==> config.mk <==
export PLATFORM = sky130hd
export DESIGN_NAME = imem_byte_loader
export DESIGN_NICKNAME = d
export VERILOG_FILES = /design/src/rtl/imem_byte_loader.sv
export SDC_FILE = /design/constraint.sdc
export NUM_CORES = 1
export LEC_CHECK = 0
export ABC_AREA = 1
export CORE_MARGIN = 2
export CORE_UTILIZATION = 53
export DETAILED_ROUTE_END_ITERATION = 10
export GPL_TIMING_DRIVEN = 0
export PLACE_DENSITY = 0.89
export SLEW_MARGIN = 0
export SYNTH_ARGS = -nofsm -noshare
export SYNTH_HDL_FRONTEND = slang
export SYNTH_SLANG_ARGS = --single-unit
==> constraint.sdc <==
create_clock -name clk -period 3.5 [get_ports clk]
set_input_delay 0.525 -clock clk [delete_from_list [all_inputs] [get_ports clk]]
set_output_delay 0.525 -clock clk [all_outputs]
set_load 0.005 [all_outputs]
==> src/rtl/imem_byte_loader.sv <==
// imem_byte_loader: packs a UART byte stream into 32-bit words (MSB first)
// and writes them bottom-up into instruction memory until halt or full.
module imem_byte_loader #(
  parameter int          NB_DATA   = 32,
  parameter int          NB_ADDR   = 8,
  parameter logic [31:0] HALT_WORD = 32'hFFFFFFFF
) (
  input  logic               clk,
  input  logic               i_rst,
  input  logic               i_start,
  input  logic [7:0]         i_rx_data,
  input  logic               i_rx_valid,
  output logic               o_we,
  output logic [NB_DATA-1:0] o_data,
  output logic [NB_ADDR-1:0] o_addr,
  output logic               o_busy,
  output logic               o_done,
  output logic               o_overflow,
  output logic [NB_ADDR-2:0] o_word_count
);

  typedef enum logic [1:0] {
    IDLE,
    COLLECT,
    WRITE,
    DONE
  } state_t;

  // Base of the topmost word slot; writing it fills memory.
  localparam logic [NB_ADDR-1:0] LAST_BASE = {{(NB_ADDR-2){1'b1}}, 2'b00};
  localparam logic [NB_ADDR-1:0] WORD_STEP = NB_ADDR'(4);

  state_t state_q;
  state_t state_d;

  logic [1:0]         cnt_q;
  logic [1:0]         cnt_d;
  logic [NB_DATA-1:0] asm_q;
  logic [NB_DATA-1:0] asm_d;
  logic [NB_DATA-1:0] data_q;
  logic [NB_DATA-1:0] data_d;
  logic [NB_ADDR-1:0] base_q;
  logic [NB_ADDR-1:0] base_d;
  logic [NB_ADDR-1:0] addr_q;
  logic [NB_ADDR-1:0] addr_d;
  logic [NB_ADDR-2:0] wcnt_q;
  logic [NB_ADDR-2:0] wcnt_d;
  logic               ovf_q;
  logic               ovf_d;
  logic               take;
  logic               restart;

  // Next-state, byte capture and word bookkeeping.
  always_comb begin
    state_d = state_q;
    cnt_d   = cnt_q;
    asm_d   = asm_q;
    data_d  = data_q;
    base_d  = base_q;
    addr_d  = addr_q;
    wcnt_d  = wcnt_q;
    ovf_d   = ovf_q;
    take    = 1'b0;
    restart = 1'b0;

    unique case (state_q)
      IDLE: begin
        restart = i_start;
      end
      COLLECT: begin
        take = i_rx_valid;
      end
      WRITE: begin
        wcnt_d = wcnt_q + 1'b1;
        base_d = base_q + WORD_STEP;
        if (data_q == HALT_WORD) begin
          state_d = DONE;
          ovf_d   = 1'b0;
        end else if (base_q == LAST_BASE) begin
          state_d = DONE;
          ovf_d   = 1'b1;
        end else begin
          // A byte landing here opens the next word.
          state_d = COLLECT;
          take    = i_rx_valid;
        end
      end
      DONE: begin
        restart = i_start;
      end
      default: begin
        state_d = IDLE;
      end
    endcase

    if (restart) begin
      state_d = COLLECT;
      cnt_d   = 2'd0;
      base_d  = '0;
      wcnt_d  = '0;
      ovf_d   = 1'b0;
    end

    if (take) begin
      // Lane 3 - cnt: first byte lands in the top byte.
      asm_d[{~cnt_q, 3'b000} +: 8] = i_rx_data;
      cnt_d = cnt_q + 2'd1;
      if (cnt_q == 2'd3) begin
        state_d = WRITE;
        data_d  = {asm_q[NB_DATA-1:8], i_rx_data};
        addr_d  = base_q + WORD_STEP;
      end
    end
  end

  // State and datapath registers; reset drops any partial word.
  always_ff @(posedge clk or posedge i_rst) begin
    if (i_rst) begin
      state_q <= IDLE;
      cnt_q   <= 2'd0;
      asm_q   <= '0;
      data_q  <= '0;
      base_q  <= '0;
      addr_q  <= '0;
      wcnt_q  <= '0;
      ovf_q   <= 1'b0;
    end else begin
      state_q <= state_d;
      cnt_q   <= cnt_d;
      asm_q   <= asm_d;
      data_q  <= data_d;
      base_q  <= base_d;
      addr_q  <= addr_d;
      wcnt_q  <= wcnt_d;
      ovf_q   <= ovf_d;
    end
  end

  assign o_we         = (state_q == WRITE);
  assign o_busy       = (state_q == COLLECT) || (state_q == WRITE);
  assign o_done       = (state_q == DONE);
  assign o_data       = data_q;
  assign o_addr       = addr_q;
  assign o_overflow   = ovf_q;
  assign o_word_count = wcnt_q;

endmodule

# Yosys cells after proc, flatten, opt, wreduce, memory -nomap -nowiden
# Cells that the tools add are included.
[totals]
register_bits = 92
inputBits = 12
out_inout_bits = 51
wordCells = 50
[classes]
n_addsub = 4
eq_ne = 6
shifts = 2
n_mux = 21
bitwise_logic = 1
n_reduce_logical = 8
[ops]
columns = ["cell", "n"]
rows = [
  ["$bwmux 32", 1],
  ["$eq 32x32->1 const B", 1],
  ["$shift 8x7->32 const A", 1],
  ["$shiftx 8x7->32", 1],
  ["$mux 2", 8],
  ["$mux 8", 2],
  ["$mux 7", 2],
  ["$add 8x3->8 const B", 1],
  ["$eq 8x8->1 const B", 1],
  ["$add 7x1->7 const B", 1],
  ["$mux 1", 7],
  ["$neg 5->7", 1],
  ["$eq 2x2->1 const B", 3],
  ["$reduce_and 2->1", 2],
  ["$reduce_bool 2->1", 2],
  ["$reduce_bool 3->1", 1],
  ["$add 2x1->2 const B", 1],
  ["$eq 2x1->1 const B", 1],
  ["$logic_not 2->1", 1],
  ["$not 2->2", 1],
  ["$pmux 1 s2", 1],
  ["$reduce_or 2->1", 1],
  ["$logic_or 1x1->1", 1],
]

# Longest topological paths before layout
[depth]
ltp_word = 7
mapped_depth = 11
ltp_nobuf = 10

# Worst setup path after synthesis
# No wires, ideal clock.
[synth_path]
kind = "reg-to-reg"
startpoint = "register cnt_q[0]"
endpoint = "register asm_q[25]"
setup_ns = 0.118
arrival_ns = 1.679
required_time_ns = 3.382
slack_ns = 1.702
stages_incl_launch_ff = 8
path_buffers = 2
synth_period_minus_slack_ns = 1.798
path_cell_list = "dfrtp_1 > clkinv_1 > ha_1 > clkbuf_1 > buf_1 > nor2_1 > nand4_1 > nand2_1"
[synth_between]
elab_chain_len = 4
elab_cells_between_ends = 5
classes_between = "1 x add/sub; 2 x shift; 1 x mux; 1 x bitwise"
[synth_lines]
columns = ["element", "line_no", "rtl"]
rows = [
  ["from (decl)", "36", "logic [1:0] cnt_q;"],
  ["from (signal assigned)", "129", "cnt_q <= cnt_d;"],
  ["$not 2->2 (*)", "106", "asm_d[{~cnt_q, 3'b000} +: 8] = i_rx_data;"],
  ["$neg 5->7 (*)", "106", ""],
  ["$shiftx 8x7->32 or $shift 8x7->32 (tied branches)", "106", ""],
  ["$bwmux 32 (*)", "106", ""],
  ["to (signal assigned)", "130", "asm_q <= asm_d;"],
  ["to (decl)", "38", "logic [NB_DATA-1:0] asm_q;"],
]
# Mark *: on every way between the ends. The rest lies on a longest branch, timed or not.
# A chain may end at the register's enable or synchronous reset.

# Worst setup path in the final report
# Same ends and word-level chain as after synthesis.

==> metrics <==
Crit Path Class=reg -> reg; clock tree buffer depth=2; FFs w/ async S/R, synth=1.00; clock latency on the worst-skew pair=360 ps; vias per inst=5.44; Filler Cell Count=about 600; power per cell area=roughly 740 mW/mm^2; Seq/Total Area, Yosys=0.512; GRT Total Usage=0.247; Required @ worst endpoint=around 3800 ps; htree depth=3; setup repair after global routing missed its margin=no; Core Box Area=slightly above 0.007 mm^2; CTS buffer count=9; Final setup viols=0; FMAX=between 0.4 and 0.5 GHz; post-CTS setup buffer count=0; Site Rows=31; Avg Cell Area, Syn=between 8 and 9 um^2; starting density of the core=0.544; hold_buf cts=0; Worst R2R Path Depth=7; total grt overflow=0; Final Hold Viols=0; CP endpoint kind=register; Worst VDD drop=0.383 mV; vias in the first global route=~3500; max-cap viol count=0; yosys warns=0; Setup TNS=0 ps; die height=around 90 um; Routed Antenna Nets=0; Least-Margin Pin Slew=roughly 520 ps; post-DR wirelength/cell=about 15 um; Max FO, Critical Path=11; pin count of the biggest net entering global routing=between 70 and 80; residual DRC count=0; Most used DFF post-synth=dfrtp_1; Routed WL=about 9500 um; die area=around 0.0081 mm^2; antenna cells=0; Critical R2R Capture=asm_q[25]; Port Buffer Count=60; r2r setup slk=1250 ps; Yosys reg bits=80; fraction of layout cells with a size suffix above 1=0.0614; placer congestion estimate=just over 0.9; area growth from synthesis to layout=23.7%; fin crit share=0.642; io pins=63; status=finished clean; CTS tree=yes; Min-Delay Path Class=in -> async; Hold WS=between 300 and 400 ps; Cell variety after synth=27; crit path launch type=register; Via Count=roughly 3600; Initial DRC Count=310; Synth Cell Area=between 0.003 and 0.004 mm^2; initial antenna violation count=0; min Tclk post-route=2250 ps; drt pass-1 iters=5; hpwl dp=~6900 um; Final nets=around 570; Mapped Cells=476; Layout Skew=roughly 9.2 ps; CTS root buf=clkbuf_8; post-CTS resize count=0; Post-synth EDFFs=0; clk slew on worst S/H paths=about 80 ps; leakage power=around 2.4 nW; worst path arrival time=between 2000 and 3000 ps; Die X=about 90 um; max_slew headroom=0.653; reg-to-reg critical path startpoint=cnt_q[0]; clk sinks=80; max-slew violation count=0; first-pass GRT wire length=roughly 16000 um
## how the worst max path moves through the flow
stage / from / end / slack (ps) / cells after the start
2_1_floorplan: i_rst / asm_q[10] / 920 / 1
3_3_place_gp: i_rst / asm_q[8] / -170 / 2
3_5_place_dp: i_rx_valid / o_addr[7] / 1290 / 7
4_1_cts: state_q[0] / o_we / 1280 / 3
5_1_grt: cnt_q[0] / asm_q[25] / 1120 / 7
6_report: cnt_q[0] / asm_q[25] / 1250 / 7
## sequential cells by signal, indices dropped and copies added, names as in the netlist
| name | flops |
|---|---|
| o_data | 32 |
| o_word_count | 7 |
| state_q | 2 |
| base_q | 6 |
| cnt_q | 2 |
| o_addr | 6 |
| o_overflow | 1 |
| asm_q | 24 |
## cells by family after synthesis
logic type / Yosys count / synth area share
and+or+nand+nor: 310 / 0.351
AOI/OAI and AO/OA: 15 / 0.0211
other: 1 / 0.000960
adders and majority gates: 11 / 0.0352
xor gates and xnor gates: 4 / 0.00897
DFF: 80 / 0.512
buffers and inverters: 55 / 0.0698
## worst max-delay path: stages, from the launching register on
cell	delay (ps)
dfrtp_1	430
clkinv_1	300
ha_1	390
clkbuf_1	300
buf_1	420
nor2_1	100
nand4_1	130
nand2_1	60
## cell type report
type / count / area [um^2] / area share
buffer: 30 / 179 / 0.0370
clock buffer: 13 / 149 / 0.0308
clock inverter: 3 / 17.5 / 0.00363
inverter: 25 / 96.3 / 0.0199
multi-input combinational: 342 / 1640 / 0.339
sequential: 80 / 2000 / 0.414
tap: 99 / 124 / 0.0256
timing repair buffer: 61 / 628 / 0.130
## Yosys cell counts (all sizes together), types with 2 or more instances
| master | instances | area [um^2] |
|---|---|---|
| a21oi | 4 | 20.0 |
| buf | 22 | 149 |
| clkbuf | 8 | 30.0 |
| dfrtp | 80 | 2000 |
| ha | 11 | 138 |
| inv | 24 | 90.1 |
| nand2 | 177 | 674 |
| nand3 | 23 | 120 |
| nand4 | 64 | 400 |
| nor2 | 43 | 161 |
| nor3 | 2 | 10.0 |
| o21ai | 8 | 40.0 |
| xor2 | 3 | 26.3 |
## routing by layer
metal | GRT usage | vias up | part of all wire
met3 | 0.0394 | 15 | 0.042
met4 | 0.104 | 0 | 0.024
met2 | 0.404 | 98 | 0.48
met1 | 0.330 | 1721 | 0.46
li1 | - | 1717 | -
met5 | 0 | - | 0
## report_power, final
part           internal, mW  switching (mW)
logic                 0.667           0.955
registers              1.18           0.199
clock network         0.276           0.324
total                  2.12            1.48
## placed cells by master, fill, tap and decap left out, drive strengths merged
cell type / synthesis / layout
clkinvlp: 0 / 1
and2: 1 / 1
dfrtp: 80 / 80
conb: 1 / 2
o211ai: 1 / 1
xnor2: 1 / 1
o221ai: 1 / 1
clkdlybuf4s50: 0 / 60
nand3: 23 / 23
clkbuf: 8 / 21
a31oi: 1 / 1
o21ai: 8 / 8
clkinv: 1 / 3
inv: 24 / 24
buf: 22 / 23
ha: 11 / 11
nand2: 177 / 177
xor2: 3 / 3
nand4: 64 / 64
nor2: 43 / 43
nor3: 2 / 2
a21oi: 4 / 4
## per-stage QoR
step                      instance area (um^2)  total power, mW  setup slack [ps]  std cells   util
after floorplan                           3910             2.34               923        477      -
after detailed placement                  4660             2.99              1290        637  0.650
after global routing                      4830             3.84              1120        653  0.673
final                                     4830             3.60              1250        653  0.673
after global placement                    4630             2.93              -169        636  0.646
after CTS                                 4830             3.59              1280        653  0.673
Power figures use the tool's default switching activity.
